--- src/rtl/tlc_pkg.sv ---
// -----------------------------------------------------------------------------
// tlc_pkg
// Shared definitions for the multiphase traffic-light controller:
//   - lamp colour codes (2 bits per approach)
//   - controller state enumeration
//   - phase_next(): round-robin successor of a phase index
// No ports (package).
// -----------------------------------------------------------------------------
package tlc_pkg;

    // Lamp codes as driven on each 2-bit slice of the lights bus
    localparam logic [1:0] RED = 2'b00;
    localparam logic [1:0] YEL = 2'b01;
    localparam logic [1:0] GRN = 2'b10;

    // Controller states; EMG_* are the emergency preemption states
    typedef enum logic [2:0] {
        GREEN     = 3'd0,
        YELLOW    = 3'd1,
        ALLRED    = 3'd2,
        PED_WALK  = 3'd3,
        EMG_CLEAR = 3'd4,
        EMG_HOLD  = 3'd5
    } state_e;

    // Next phase in round-robin order, wrapping from n-1 back to 0
    function automatic int unsigned phase_next(input int unsigned p, input int unsigned n);
        return ((p + 32'd1) >= n) ? 32'd0 : (p + 32'd1);
    endfunction

endpackage

--- src/rtl/tlc_phase_timer.sv ---
// -----------------------------------------------------------------------------
// tlc_phase_timer
// Loadable down-counter used as the per-state dwell timer.
// Ports:
//   clk     in   rising-edge clock
//   rst     in   asynchronous active-high reset (counter returns to RST_VAL)
//   load_i  in   load val_i this cycle (wins over hold/decrement)
//   val_i   in   value to load
//   hold_i  in   freeze the count
//   cnt_o   out  current count (cycles remaining in the current state)
//   last_o  out  high when the count is 1, i.e. final cycle of the state
// -----------------------------------------------------------------------------
module tlc_phase_timer #(
    parameter int               CNT_W   = 4,
    parameter logic [CNT_W-1:0] RST_VAL = '0
) (
    input  logic             clk,
    input  logic             rst,
    input  logic             load_i,
    input  logic [CNT_W-1:0] val_i,
    input  logic             hold_i,
    output logic [CNT_W-1:0] cnt_o,
    output logic             last_o
);

    logic [CNT_W-1:0] cnt_q;

    // Count register: load has priority, otherwise hold or count down.
    // The count saturates at zero so an unattended timer never wraps.
    always_ff @(posedge clk or posedge rst) begin
        if (rst) begin
            cnt_q <= RST_VAL;
        end else if (load_i) begin
            cnt_q <= val_i;
        end else if (hold_i || (cnt_q == '0)) begin
            cnt_q <= cnt_q;
        end else begin
            cnt_q <= cnt_q - 1'b1;
        end
    end

    assign cnt_o  = cnt_q;
    assign last_o = (cnt_q == CNT_W'(1));

endmodule

--- src/rtl/tlc_multiphase_ctrl.sv ---
// -----------------------------------------------------------------------------
// tlc_multiphase_ctrl
// N-approach traffic-light controller. Serves phases round-robin through
// green -> yellow -> all-red, inserts a pedestrian walk interval after the
// all-red when a request is latched, and preempts to a selectable phase on
// emergency (through a clearance interval unless that phase is already green).
// Ports:
//   clk              in   rising-edge clock
//   rst              in   asynchronous active-high reset
//   ped_req_i        in   pedestrian request pulse (latched)
//   emergency_i      in   emergency level, high for the whole emergency
//   emg_phase_i      in   phase to turn green during the emergency
//   lights_o         out  2 bits per phase: RED=00 YEL=01 GRN=10
//   cur_phase_o      out  phase currently served
//   ped_walk_o       out  walk lamp
//   ped_pending_o    out  latched, not yet served pedestrian request
//   emg_active_o     out  high during emergency clearance or hold
//   timer_display_o  out  cycles remaining in current state (0 while holding)
// -----------------------------------------------------------------------------
module tlc_multiphase_ctrl
    import tlc_pkg::*;
#(
    parameter int N_PHASES  = 4,
    parameter int CNT_W     = 4,
    parameter int T_GREEN   = 5,
    parameter int T_YELLOW  = 2,
    parameter int T_ALLRED  = 1,
    parameter int T_PED     = 4,
    parameter int T_EMG_CLR = 2,
    localparam int PW       = $clog2(N_PHASES)
) (
    input  logic                  clk,
    input  logic                  rst,
    input  logic                  ped_req_i,
    input  logic                  emergency_i,
    input  logic [PW-1:0]         emg_phase_i,
    output logic [2*N_PHASES-1:0] lights_o,
    output logic [PW-1:0]         cur_phase_o,
    output logic                  ped_walk_o,
    output logic                  ped_pending_o,
    output logic                  emg_active_o,
    output logic [CNT_W-1:0]      timer_display_o
);

    localparam int T_MAX = (2 ** CNT_W) - 1;

    // Reject parameter sets the timer width or phase encoding cannot support
    if (N_PHASES < 2 || N_PHASES > 8) begin : g_bad_phases
        $error("tlc_multiphase_ctrl: N_PHASES must be within 2..8");
    end
    if (T_GREEN < 1 || T_GREEN > T_MAX || T_YELLOW < 1 || T_YELLOW > T_MAX ||
        T_ALLRED < 1 || T_ALLRED > T_MAX || T_PED < 1 || T_PED > T_MAX ||
        T_EMG_CLR < 1 || T_EMG_CLR > T_MAX) begin : g_bad_times
        $error("tlc_multiphase_ctrl: every T_* must be within 1..2**CNT_W-1");
    end

    localparam logic [2*N_PHASES-1:0] LIGHTS_RST = {{(2*N_PHASES-2){1'b0}}, GRN};

    state_e                  state_q, state_d;
    logic [PW-1:0]           phase_q, phase_d;
    logic [PW-1:0]           emg_q, emg_d;
    logic                    clr_yel_q, clr_yel_d;
    logic                    ped_pending_q, ped_pending_d;
    logic [2*N_PHASES-1:0]   lights_q, lights_d;
    logic                    walk_q, walk_d;
    logic                    emg_act_q, emg_act_d;

    logic [PW-1:0]           emg_sel;
    logic [PW-1:0]           phase_succ;
    logic                    t_load, t_hold, t_last;
    logic [CNT_W-1:0]        t_val, t_cnt;

    // Out-of-range emergency targets fall back to phase 0
    assign emg_sel    = (32'(emg_phase_i) >= N_PHASES) ? '0 : emg_phase_i;
    assign phase_succ = PW'(phase_next(32'(phase_q), N_PHASES));

    tlc_phase_timer #(
        .CNT_W   (CNT_W),
        .RST_VAL (CNT_W'(T_GREEN))
    ) u_timer (
        .clk    (clk),
        .rst    (rst),
        .load_i (t_load),
        .val_i  (t_val),
        .hold_i (t_hold),
        .cnt_o  (t_cnt),
        .last_o (t_last)
    );

    // Next-state logic. Emergency is looked at first in every non-emergency
    // state; otherwise a state is left on its final timer cycle and the timer
    // is reloaded with the dwell of the state being entered. While in
    // EMG_CLEAR the phase register still holds the interrupted phase, which is
    // what the no-hold exit uses to pick the following green.
    always_comb begin
        state_d       = state_q;
        phase_d       = phase_q;
        emg_d         = emg_q;
        clr_yel_d     = clr_yel_q;
        ped_pending_d = ped_pending_q | ped_req_i;
        t_load        = 1'b0;
        t_val         = '0;
        t_hold        = 1'b0;

        case (state_q)
            GREEN, YELLOW, ALLRED, PED_WALK: begin
                if (emergency_i) begin
                    emg_d = emg_sel;
                    if (state_q == GREEN && phase_q == emg_sel) begin
                        state_d = EMG_HOLD;
                        t_load  = 1'b1;
                        t_val   = '0;
                    end else begin
                        state_d   = EMG_CLEAR;
                        t_load    = 1'b1;
                        t_val     = CNT_W'(T_EMG_CLR);
                        clr_yel_d = (state_q == GREEN);
                        // An aborted walk has to be served again later
                        if (state_q == PED_WALK) begin
                            ped_pending_d = 1'b1;
                        end
                    end
                end else if (t_last) begin
                    t_load = 1'b1;
                    case (state_q)
                        GREEN: begin
                            state_d = YELLOW;
                            t_val   = CNT_W'(T_YELLOW);
                        end
                        YELLOW: begin
                            state_d = ALLRED;
                            t_val   = CNT_W'(T_ALLRED);
                        end
                        ALLRED: begin
                            if (ped_pending_q) begin
                                state_d       = PED_WALK;
                                t_val         = CNT_W'(T_PED);
                                // This walk also covers a request arriving now
                                ped_pending_d = 1'b0;
                            end else begin
                                state_d = GREEN;
                                phase_d = phase_succ;
                                t_val   = CNT_W'(T_GREEN);
                            end
                        end
                        default: begin
                            state_d = GREEN;
                            phase_d = phase_succ;
                            t_val   = CNT_W'(T_GREEN);
                        end
                    endcase
                end
            end

            EMG_CLEAR: begin
                if (t_last) begin
                    t_load    = 1'b1;
                    clr_yel_d = 1'b0;
                    if (emergency_i) begin
                        state_d = EMG_HOLD;
                        phase_d = emg_q;
                        t_val   = '0;
                    end else begin
                        state_d = GREEN;
                        phase_d = phase_succ;
                        t_val   = CNT_W'(T_GREEN);
                    end
                end
            end

            EMG_HOLD: begin
                t_hold = 1'b1;
                if (!emergency_i) begin
                    state_d = YELLOW;
                    t_hold  = 1'b0;
                    t_load  = 1'b1;
                    t_val   = CNT_W'(T_YELLOW);
                end
            end

            default: begin
                state_d = GREEN;
                phase_d = '0;
                t_load  = 1'b1;
                t_val   = CNT_W'(T_GREEN);
            end
        endcase
    end

    // Lamp and indicator decode from the upcoming state so that the output
    // registers line up with the state register.
    always_comb begin
        lights_d  = {N_PHASES{RED}};
        walk_d    = (state_d == PED_WALK);
        emg_act_d = (state_d == EMG_CLEAR) || (state_d == EMG_HOLD);
        for (int p = 0; p < N_PHASES; p++) begin
            if (PW'(p) == phase_d) begin
                case (state_d)
                    GREEN, EMG_HOLD: lights_d[2*p +: 2] = GRN;
                    YELLOW:          lights_d[2*p +: 2] = YEL;
                    EMG_CLEAR: begin
                        if (clr_yel_d) begin
                            lights_d[2*p +: 2] = YEL;
                        end
                    end
                    default: ;
                endcase
            end
        end
    end

    // Controller state and registered outputs
    always_ff @(posedge clk or posedge rst) begin
        if (rst) begin
            state_q       <= GREEN;
            phase_q       <= '0;
            emg_q         <= '0;
            clr_yel_q     <= 1'b0;
            ped_pending_q <= 1'b0;
            lights_q      <= LIGHTS_RST;
            walk_q        <= 1'b0;
            emg_act_q     <= 1'b0;
        end else begin
            state_q       <= state_d;
            phase_q       <= phase_d;
            emg_q         <= emg_d;
            clr_yel_q     <= clr_yel_d;
            ped_pending_q <= ped_pending_d;
            lights_q      <= lights_d;
            walk_q        <= walk_d;
            emg_act_q     <= emg_act_d;
        end
    end

    assign lights_o        = lights_q;
    assign cur_phase_o     = phase_q;
    assign ped_walk_o      = walk_q;
    assign ped_pending_o   = ped_pending_q;
    assign emg_active_o    = emg_act_q;
    assign timer_display_o = t_cnt;

endmodule

--- config.mk ---
export PLATFORM = sky130hd
export DESIGN_NAME = tlc_multiphase_ctrl
export DESIGN_NICKNAME = d
export VERILOG_FILES = /design/src/rtl/tlc_pkg.sv /design/src/rtl/tlc_phase_timer.sv /design/src/rtl/tlc_multiphase_ctrl.sv
export SDC_FILE = /design/constraint.sdc
export NUM_CORES = 1
export LEC_CHECK = 0
export BUFFER_PORTS_ARGS = -buffer_cell sky130_fd_sc_hd__buf_2
export CAP_MARGIN = 0
export CORE_MARGIN = 2
export CORE_UTILIZATION = 48
export CTS_CLUSTER_DIAMETER = 60
export CTS_CLUSTER_SIZE = 8
export DETAILED_ROUTE_END_ITERATION = 8
export GPL_ROUTABILITY_DRIVEN = 1
export GPL_TIMING_DRIVEN = 0
export PLACE_DENSITY = 0.7
export SLEW_MARGIN = 20
export SYNTH_ARGS = -nofsm -noshare
export SYNTH_HDL_FRONTEND = slang
export SYNTH_SLANG_ARGS = --single-unit
--- constraint.sdc ---
create_clock -name clk -period 4.77 [get_ports clk]
set_clock_uncertainty 0.1 [all_clocks]
set_input_delay 1.431 -clock clk [delete_from_list [all_inputs] [get_ports clk]]
set_output_delay 1.431 -clock clk [all_outputs]
set_load 0.01 [all_outputs]
After elaboration in Yosys (flattened, before gate mapping)
Cells that the tools add are included.

Bits in registers: 23. Input bits: 6. Output and inout bits: 17. Logic and storage cells: 90.

Add/sub/neg operators: 2. Order comparisons: 1. Equality and inequality tests: 15. Mux-type cells: 51. Bitwise gates (word level): 1. Reduce and logical (&&, ||, !) cells: 11.

Operator list (count): $mux 2 (13); $mux 3 (8); $mux 1 (18); $pmux 2 s3 (3); $pmux 3 s3 (2); $eq 3x3->1 const B (4); $mux 4 (3); $pmux 4 s3 (1); $eq 3x2->1 const B (3); $eq 3x1->1 const B (2); $logic_not 3->1 (2); $eq 2x2->1 const A (2); $eq 4x1->1 const B (1); $logic_not 4->1 (1); $pmux 2 s2 (1); $reduce_or 2->1 (2); $reduce_or 4->1 (1); $sub 4x1->4 const B (1); $add 2x1->3 const B (1); $ge 3x3->1 const B (1); $pmux 1 s3 (1); $eq 1x2->1 const A (1); $eq 2x2->1 (1); $logic_not 2->1 (1); 6 further kinds (7).

Depth between registers and ports, before layout
Gate-level depths: netlist (run 1).

Depth after elaboration: 10. Mapped depth: 9. Gate-level depth less buffers: 9.

Modules after synthesis
A second synthesis (run 1) with hierarchy kept.

Cell total of the unflattened synthesis: 141. Area, all modules: 1346.3 um^2.

By module, submodules not included: tlc_multiphase_ctrl (instances 1, cells an instance 112, area each 1068.5 um^2, sequential area each 476.7 um^2); tlc_phase_timer (instances 1, cells an instance 29, area each 277.8 um^2, sequential area each 102.6 um^2).

Worst setup path before layout (run 1)
OpenSTA, ideal clock, no wires.

Path type: input-to-reg. Start point: input emergency_i. End point: register lights_q[7], in the netlist lights_o[7]. Library setup time: 0.073 ns. Arrival: 2.726 ns. Required time: 4.597 ns. Path slack: 1.871 ns. Stages on the path: 9. Path buffers: 2. Cells stage by stage: clkbuf_1 clkbuf_1 nand2_1 o311a_1 o31ai_1 o31ai_2 inv_1 nand2_1 nor2_1.

Elaborated cells between the ends (all ways): 17. Those cells by class: eq/ne: 4; mux: 11; reduce/logical: 2.

RTL lines: start, declared (RTL line tlc_multiphase_ctrl.sv:35) `input logic emergency_i,`; $mux 2 (RTL line tlc_multiphase_ctrl.sv:159) `if (emergency_i) begin`; $mux 2 (RTL line tlc_multiphase_ctrl.sv:156) `if (t_last) begin`; $pmux 2 s3 * (RTL line tlc_multiphase_ctrl.sv:105) `case (state_q)`; named net phase_d[0] (RTL line tlc_multiphase_ctrl.sv:60) `logic [PW-1:0] phase_q, phase_d;`; $eq 2x2->1 * (RTL line tlc_multiphase_ctrl.sv:197) `if (PW'(p) == phase_d) begin`; $mux 2 * (RTL line tlc_multiphase_ctrl.sv:197); named net lights_d[7] (RTL line tlc_multiphase_ctrl.sv:64) `logic [2*N_PHASES-1:0] lights_q, lights_d;`; end signal, assigned (RTL line tlc_multiphase_ctrl.sv:229) `lights_q <= lights_d;`; end, declared (RTL line tlc_multiphase_ctrl.sv:64).

Mark *: on every way through the listed nets, which the timed path passes. The rest lies on a longest branch. A chain may end at the register's enable or synchronous reset.

Worst setup path in the final report (run 1)
Start point: input emergency_i. End point: register lights_q[3], in the netlist lights_o[3].

Word-level cells in the longest chain between the ends: 7. Elaborated cells between the ends (all ways): 17. Those cells by class: eq/ne: 4; mux: 11; reduce/logical: 2.

RTL lines: $mux 3 (RTL line tlc_multiphase_ctrl.sv:159); $mux 3 (RTL line tlc_multiphase_ctrl.sv:156); $pmux 3 s3 (RTL line tlc_multiphase_ctrl.sv:105); $eq 3x3->1 / $logic_not 3->1 (equally long branches) (RTL line tlc_multiphase_ctrl.sv:198) `case (state_d)`; $reduce_or 2->1 (RTL line tlc_multiphase_ctrl.sv:198); $pmux 2 s3 (RTL line tlc_multiphase_ctrl.sv:198); $mux 2 * (RTL line tlc_multiphase_ctrl.sv:197); named net lights_d[3] (RTL line tlc_multiphase_ctrl.sv:64).

Marked as above.

==> run metrics, run 1 <==
clock share of power=under 10%; R2R cell count=8; Synth Warn #=0; largest area contributor in the netlist=dfrtp_1; Flop pwr share=roughly 33%; worst vdd ir=roughly 0.00038 V; register area=~580 sq um; total track usage=19.5%; Rel. slew slack=a little over two fifths; vias in the first global route=between 1,000 and 1,500; Power, Total=around 1000 uW; RSZ-0062 raised after global routing=no; initial antenna violation count=0; IO Port Bufs=21; Post-DRT Antenna Nets=0; Setup crit start=emergency_i; floorplan core area=between 0.002 and 0.003 sq mm; Internal=about 550 uW; Mapped Cells=about 150; grt total ovfl=0; Hold Path Depth=2; CP delay by family, top=buffers and inverters; fmax=approximately 340 MHz; Vias/cell=approximately 5.4; Layout fillers=between 200 and 250; H-tree depth=1; TritonCTS clock tree=yes; minimum clock period=a little under 3 ns; DRT Pass-1 Iters=4; final hold viol count=0; Worst R2R Start=u_timer.cnt_o[0]$_DFFE_PP1P_; met1 GRT Util=25.6%; first-pass GRT wire length=around 5 mm; sequential fraction of the synthesis area=42.6%; routed len/inst=between 10 and 15 um; CP Buf/Inv Count=2; post-DP HPWL=roughly 2.2 mm; worst hold path class=reg2reg; grt met3 use=2.95%; ant diodes=0; starting DRC count in detailed routing=26; combinational power share=about three fifths; Arr. time, crit path=around 3 ns; Crit. End Element=register; top post-synthesis cells by count=22 x nand2_1, 20 x dfrtp_1, 12 x nor2_1; Die Wd=57.2 um; CTS Root Cell=clkbuf_4; most common cell in the netlist=nand2_1; Worst Hold Launch=emg_q[1]$_DFFE_PP0P_; end of the worst hold path=emg_q[1]$_DFFE_PP0P_; FF-to-FF setup slack=about 2.3 ns; LEAKAGE=between 0.0007 and 0.0008 uW; Critical R2R Capture=lights_o[2]$_DFF_PP0_; startpoint types=input pin; Placed Area=0.00150 sq mm; Post-CTS Resized=0; Syn Nets=approximately 160; Critical Path Max Stage Delay=around 0.36 ns; Total Wirelength=approximately 2.8 mm; CP Class=in2reg; PD cells=between 600 and 700 mW/mm^2; Synth Area per Inst=~9.1 sq um; Starting Density=around half; fraction of registers with async set/reset=between 90% and 100%; GPL Wtd Cong=between 0.8 and 0.9; worst skew pair latency=approximately 0.30 ns; CTS sink cnt=23; status=complete, no violations; top-area cell type share of the netlist area=~37%; Final Max Slew Viols=0; Worst Path Max Fanout=10; Final TNS setup=0 ns; GR Layer Usage met2=about a third; Placement Rows=19; Area growth syn-to-layout=12.5%; fin crit share=61.1%; largest net degree at the start of global routing=24; main flop type after synthesis=dfrtp_1; most frequent CP cell=clkbuf_1; DRC=0; # hold bufs at CTS=0; worst-margin pin slew=between 0.8 and 0.9 ns; top cells by area, synth=dfrtp_1 37%, nand2_1 6.1%, dfstp_2 5.8%; setup violators final=0; CTS buffer count=3; Post-layout nets=between 150 and 200; Multi-input gate area=714 sq um; Yosys reg bits=23; slowest cell on the critical path=clkbuf_1; Post-synth EDFFs=0; layout cells sized above 1=about a quarter; Most Crowded Layer GR=met2; vias=1,104; die height=between 50 and 60 um; Synth cell types=46; CTS max path bufs=2; design area=roughly 0.0015 sq mm; Worst-path clk slew=0.13 ns; Max Cap Viol=0; post-CTS setup repair buffer count=0; Levels on crit path=7; Worst EP required=roughly 4.8 ns; P_sw=between 400 and 500 uW; Total Die Area=0.00328 sq mm; worst-path cell chain=clkbuf_1, clkbuf_1, nor2_1, o21ai_2, o2111ai_1, xnor2_1, nor3_1; sw frac=45.0%; IO Count=23; synthesized cell area=~0.0014 sq mm
[power by group through the flow]
stage | combinational, uW | clock, uW | sequential, uW
floorplan | 419 | 0 | 351
global placement | 565 | 0 | 332
detailed placement | 586 | 0 | 335
CTS | 588 | 91.7 | 331
global route | 658 | 98.8 | 343
finish | 582 | 88.4 | 331
[worst min-delay path, delay by kind of cell, from the launching register on]
kind	cells	cell delay, ns
DFF	1	0.36
and+or+nand+nor	2	0.11
[per-stage QoR]
step	util, %	std cells	hold WS, ns	setup WS (ns)
after floorplan	-	149	0.345	1.87
after global placement	55.0	201	0.366	1.56
after detailed placement	55.0	201	0.370	1.51
after CTS	56.0	205	0.400	1.84
after global routing	56.0	205	0.437	1.65
final	56.0	205	0.393	1.85
[layout make-up]
cell class,instances,share of cell area (%)
flip-flops and latches,23,37.9
repair buffers,21,6.87
multi-input cells,111,46.7
inverters,8,1.96
clock buffers,4,1.72
plain buffers,7,2.37
well taps,31,2.53
[worst max path at each step]
stage | slack (ns) | endpoint
after floorplan | 1.87 | lights_o[7]$_DFF_PP0_
after global placement | 1.56 | lights_o[3]$_DFF_PP0_
after detailed placement | 1.51 | lights_o[5]$_DFF_PP0_
after CTS | 1.84 | lights_o[3]$_DFF_PP0_
after global routing | 1.65 | lights_o[5]$_DFF_PP0_
final | 1.85 | lights_o[3]$_DFF_PP0_
[state kept, by name (all words and copies together) (netlist names)]
name / flops
ped_pending_o: 1
u_timer.cnt_o: 4
clr_yel_q: 1
lights_o: 8
emg_active_o: 1
emg_q: 2
state_q: 3
ped_walk_o: 1
cur_phase_o: 2
[layout by cell type (no fill, tap or decap), types with 5 or more instances in the layout]
| master | n |
|---|---|
| clkbuf_1 | 5 |
| a21oi_1 | 8 |
| inv_1 | 8 |
| nor3_1 | 9 |
| nand2_1 | 22 |
| dfrtp_1 | 20 |
| nor2_1 | 12 |
| buf_2 | 23 |
| o21ai_0 | 9 |
| xnor2_1 | 5 |
[kinds of logic (layout without fill, tap and decap cells)]
| kind of cell | count (synthesis) | in the layout | share of synthesized area, % |
|---|---|---|---|
| and+or+nand+nor | 66 | 66 | 27.0 |
| AOI/OAI and AO/OA | 32 | 32 | 15.8 |
| DFF | 23 | 23 | 42.6 |
| buffers and inverters | 15 | 40 | 4.88 |
| xor gates and xnor gates | 6 | 6 | 3.86 |
| muxes | 4 | 4 | 3.04 |
| adders and majority gates | 3 | 3 | 2.76 |
[metal layers]
layer	wire, um	part of all wire [%]
met5	0	0
met4	18	0.64
met3	83	2.9
met1	1310	47
met2	1400	50
No activity file was read; power rests on OpenSTA's default activity.
==> run 2: changes to the inputs <==
PLACE_DENSITY = 0.73   (was 0.7)
clock period = 2.35 ns   (was 4.77 ns; I/O delays follow)
==> run metrics, run 2 (same netlist as run 1, synthesis figures left out) <==
status=complete, no violations; Arr. time, crit path=2.43 ns (-0.56 ns); Placed Cells=201 (unchanged); Worst Hold Launch=emg_q[0]$_DFFE_PP0P_; Die Wd=57.2 um (unchanged); Worst Path Max Fanout=7 (-3); Vias/cell=5.77 (+7.1%); IO Count=23 (unchanged); Max Cap Viol=0 (unchanged); DRT Pass-1 Iters=4 (unchanged); CTS Root Cell=clkbuf_4; grt total ovfl=0 (unchanged); vias in the first global route=1,154 (+3.3%); R2R cell count=7 (-1); CP delay by family, top=simple AND/OR/NAND/NOR gates; CP Class=reg2reg; Worst R2R Start=u_timer.cnt_o[0]$_DFFE_PP1P_; max reg flops=8 (unchanged); layout cells sized above 1=35.4% (+12 points); end of the worst hold path=emg_q[0]$_DFFE_PP0P_; floorplan core area=0.00273 sq mm (unchanged); largest net degree at the start of global routing=24 (unchanged); final hold viol count=0 (unchanged); Placement Rows=19 (unchanged); Worst-path clk slew=0.14 ns (about the same); Post-DRT Antenna Nets=0 (unchanged); Post-layout nets=191 (+3.8%); slowest cell on the critical path=dfstp_2; Worst EP required=2.49 ns (-2.35 ns); worst skew pair latency=0.32 ns (+0.02 ns); die height=57.2 um (unchanged); CP Buf/Inv Count=0 (-2); Critical R2R Capture=lights_o[0]$_DFF_PP0_; TritonCTS clock tree=yes; Layout fillers=233 (-6.0%); worst-path cell chain=ha_4, nor3b_4, nand2b_4, o211a_1, or3_4, nand2b_4, nor3_2; routed len/inst=15.6 um (+14%); worst hold path class=reg2reg; commonest non-fill, non-tap cells in the layout=22 x nand2_1, 22 x buf_2, 20 x dfrtp_1; worst vdd ir=0.00103 V (+170%); H-tree depth=1 (unchanged); ant diodes=0 (unchanged); most frequent CP cell=nand2b_4; post-DP HPWL=2.23 mm (+0.46%); first-pass GRT wire length=5.41 mm (+7.7%); CTS buffer count=3 (unchanged); fmax=between 400 and 500 MHz; Final TNS setup=0 ns (unchanged); setup violators final=0 (unchanged); Area growth syn-to-layout=25.0%; Total Die Area=0.00328 sq mm (unchanged); starting DRC count in detailed routing=78 (+200%); initial antenna violation count=0 (unchanged); PD cells=1380 mW/mm^2 (+110%); FF-to-FF setup slack=0.07 ns (-2.20 ns); IO Port Bufs=21 (unchanged); Total Wirelength=3.31 mm (+17%); startpoint types=register; fin cells=212 (+3.4%); Crit. End Element=register; GPL Wtd Cong=0.915 (+4.3%); Final Max Slew Viols=0 (unchanged); fin crit share=between 90 and 100%; total track usage=21.0% (+1.5 points); Rel. slew slack=43.8% (-0.15 points); worst-margin pin slew=0.843 ns (+0.00221 ns); minimum clock period=around 2.3 ns; Starting Density=49.7% (unchanged); # hold bufs at CTS=0 (unchanged); Hold Path Depth=2 (unchanged); vias=1,223 (+11%); LEAKAGE=0.000769 uW (+7.5%); DRC=0 (unchanged); CTS sink cnt=23 (unchanged); CTS max path bufs=2 (unchanged); Critical Path Max Stage Delay=0.58 ns (+0.22 ns)
## run 2: cell count changes in the layout (fill, tap and decap cells not counted), sizes merged
cell,previous run,this run
buf,24,31
## run 2: worst max path at each step
| stage | start | endpoint | slack (ns) | cells after the start |
|---|---|---|---|---|
| 5_1_grt | u_timer.cnt_o[1]$_DFFE_PP0P_ | lights_o[4]$_DFF_PP0_ | -0.007 | 9 |
| 2_1_floorplan | u_timer.cnt_o[0]$_DFFE_PP1P_ | lights_o[0]$_DFF_PP0_ | 0.10 | 8 |
| 6_report | u_timer.cnt_o[0]$_DFFE_PP1P_ | lights_o[0]$_DFF_PP0_ | 0.07 | 7 |
| 3_3_place_gp | emergency_i | lights_o[7]$_DFF_PP0_ | -0.10 | 9 |
| 4_1_cts | u_timer.cnt_o[0]$_DFFE_PP1P_ | lights_o[6]$_DFF_PP0_ | 0.007 | 8 |
| 3_5_place_dp | emergency_i | lights_o[6]$_DFF_PP0_ | -0.16 | 7 |
## run 2: final cells by class
cell class                 instances  area (sq um)  area share (%)
tap                               31          38.8            2.28
sequential                        23           579            34.1
timing repair buffer              30           173            10.2
clock buffer                       4          26.3            1.55
multi-input combinational        111           832            48.9
buffer                             5          21.3            1.25
inverter                           8          30.0            1.77
## run 2: power by group
part | internal, uW | leakage, uW | switching [uW]
sequential | 549 | 0.000283 | 141
clock | 66.5 | 0.0000150 | 125
combinational | 651 | 0.000470 | 817
total | 1270 | 0.000769 | 1080
## run 2: tightest hold or removal path, delay by kind of cell (launching register included)
| kind | cells | cell delay [ns] |
|---|---|---|
| flip-flops | 1 | 0.38 |
| AND/OR/NAND/NOR | 2 | 0.10 |
## run 2: through the flow
step | setup WS, ns | hold slack (ns) | utilization (%) | total power (uW) | instance area (sq um)
6_report | 0.0660 | 0.405 | 62.2 | 2350 | 1700
5_1_grt | -0.00664 | 0.434 | 62.2 | 2540 | 1700
4_1_cts | 0.00724 | 0.402 | 58.5 | 2170 | 1600
3_5_place_dp | -0.162 | 0.372 | 55.0 | 1870 | 1500
3_3_place_gp | -0.104 | 0.364 | 55.0 | 1820 | 1500
2_1_floorplan | 0.101 | 0.345 | - | 1560 | 1360
## run 2: metal layers
layer,vias to the layer above,routed length [um],global-route usage (%)
li1,579,-,-
met1,601,1360,26.1
met2,37,1760,37.8
met3,6,143,3.40
met4,0,46,5.98
met5,-,0,0
## run 2: timing repair
action                     in CTS  in global routing
pin swaps                       2                  6
resized for setup               7                 18
cloned                          0                  0
setup buffers                   5                  4
setup endpoints to repair       8                  8
==> run 3: changes to the inputs <==
CORE_MARGIN = not set   (was 2)
==> run metrics, run 3 (same netlist as run 1, synthesis figures left out) <==
status=complete, no violations; DRC=0 (unchanged); post-DP HPWL=2.20 mm (-1.3%); GR Layer Usage met2=34.9% (-2.8 points); vias in the first global route=1,142 (-1.0%); fin cells=208 (-1.9%); Arr. time, crit path=2.44 ns (about the same); Hold Slack=0.389 ns (-0.0154 ns); Crit. End Element=register; worst-margin pin slew=0.865 ns (+0.0225 ns); worst vdd ir=0.000979 V (-5.2%); GPL Wtd Cong=0.879 (-4.0%); DRT Pass-1 Iters=4 (unchanged); Total Die Area=0.00305 sq mm (-6.9%); largest net degree at the start of global routing=24 (unchanged); initial antenna violation count=0 (unchanged); setup violators final=0 (unchanged); CTS Root Cell=clkbuf_4; Worst EP required=2.48 ns (about the same); Total Wirelength=2.95 mm (-11%); ant diodes=0 (unchanged); Starting Density=53.0% (+3.2 points); CTS max path bufs=2 (unchanged); grt total ovfl=0 (unchanged); met1 GRT Util=26.7% (+0.58 points); Max Cap Viol=0 (unchanged); layout cells sized above 1=32.0% (-3.3 points); starting DRC count in detailed routing=46 (-41%); Die Wd=55.2 um (-3.5%); LEAKAGE=0.000756 uW (-1.7%); Placement Rows=18 (-1); worst skew pair latency=0.31 ns (about the same); total track usage=21.2% (+0.11 points); Most Crowded Layer GR=met2; design area=0.00164 sq mm (-3.3%); grt met3 use=3.51% (+0.11 points); Util after Layout=64.0% (+1.8 points); startpoint types=register; Placed Area=0.00150 sq mm (about the same); routed len/inst=14.2 um (-9.1%); vias=1,168 (-4.5%); TritonCTS clock tree=yes; max reg flops=8 (unchanged); die height=55.2 um (-3.5%); Vias/cell=5.62 (-2.7%); CTS sink cnt=23 (unchanged); commonest non-fill, non-tap cells in the layout=22 x nand2_1, 22 x buf_2, 20 x dfrtp_1; PD cells=1370 mW/mm^2 (-1.0%); H-tree depth=1 (unchanged); fmax=433 MHz (-1.1%); Power, Total=2250 uW (-4.3%); Area growth syn-to-layout=20.9%; Post-DRT Antenna Nets=0 (unchanged); worst hold path class=reg2reg; minimum clock period=2.31 ns (+0.0260 ns); Post-layout nets=188 (-1.6%); CP Class=reg2reg; IO Port Bufs=21 (unchanged); final hold viol count=0 (unchanged); Final Max Slew Viols=0 (unchanged); Layout fillers=239 (+2.6%); Worst-path clk slew=0.12 ns (-0.02 ns); CTS buffer count=3 (unchanged); # hold bufs at CTS=0 (unchanged); fin crit share=98.3% (+1.1 points); IO Count=23 (unchanged); Placed Cells=200 (-0.50%); Worst Path Max Fanout=7 (unchanged); Rel. slew slack=42.3% (-1.5 points); floorplan core area=0.00257 sq mm (-6.1%); first-pass GRT wire length=5.07 mm (-6.2%)
[run 3: cell types whose count changed in the layout (fill, tap and decap cells not counted), moves of 2 or more]
cell | previous run | this run
buf_4 | 9 | 4
buf_6 | 0 | 2
nor3_2 | 4 | 2
nor3_1 | 5 | 7
[run 3: path summary, 6_finish.rpt]
path / startpoint / end / slack, ns / depth (start not counted)
setup / recovery: u_timer.cnt_o[0]$_DFFE_PP1P_ / lights_o[0]$_DFF_PP0_ / 0.04 / 8
hold / removal: emg_q[0]$_DFFE_PP0P_ / emg_q[0]$_DFFE_PP0P_ / 0.39 / 2
setup reg to reg: u_timer.cnt_o[0]$_DFFE_PP1P_ / lights_o[0]$_DFF_PP0_ / 0.04 / 8
hold reg to reg: emg_q[0]$_DFFE_PP0P_ / emg_q[0]$_DFFE_PP0P_ / 0.39 / 2
max in group asynchronous: rst / lights_o[5]$_DFF_PP0_ / 1.18 / 2
min in group asynchronous: rst / u_timer.cnt_o[1]$_DFFE_PP0P_ / 0.45 / 2
[run 3: area by class of cell]
type / instances / area (sq um) / area share, %
Multi-Input combinational cell: 111 / 791 / 48.1
Tap cell: 30 / 37.5 / 2.28
Timing Repair Buffer: 25 / 135 / 8.22
Clock buffer: 3 / 22.5 / 1.37
Sequential cell: 23 / 579 / 35.2
Inverter: 8 / 30.0 / 1.83
Clock inverter: 1 / 5.00 / 0.304
Buffer: 7 / 43.8 / 2.66
[run 3: layer usage]
layer / vias up / share of wire, % / wire (um)
met3: 6 / 4.0 / 117
met5: - / 0 / 0
li1: 579 / - / -
met2: 30 / 50 / 1480
met1: 553 / 45 / 1310
met4: 0 / 1.4 / 40
[run 3: report_power, final]
group | total (uW) | leakage [uW] | internal, uW | switching, uW
combinational | 1390 | 0.000455 | 617 | 774
clock | 181 | 0.0000177 | 63.7 | 117
sequential | 677 | 0.000283 | 549 | 128
[run 3: what timing repair did]
item,CTS,global route
pin swaps,1,2
setup endpoints to repair,8,8
buffers inserted,3,1
gates resized for setup,3,17
[run 3: through the flow]
| stage | setup slack, ns | setup TNS (ns) |
|---|---|---|
| 6_report | 0.0400 | 0 |
| 3_5_place_dp | -0.158 | -1.03 |
| 2_1_floorplan | 0.101 | 0 |
| 4_1_cts | 0.00398 | 0 |
| 3_3_place_gp | -0.137 | -0.782 |
| 5_1_grt | -0.0290 | -0.0753 |
[run 3: worst max-delay path: stages (launching register included)]
cell	delay (ns)
dfstp_2	0.58
ha_4	0.15
nor3b_4	0.26
nand2b_4	0.11
o211a_1	0.22
or3_1	0.35
buf_6	0.14
nand2b_4	0.14
nor3_1	0.18
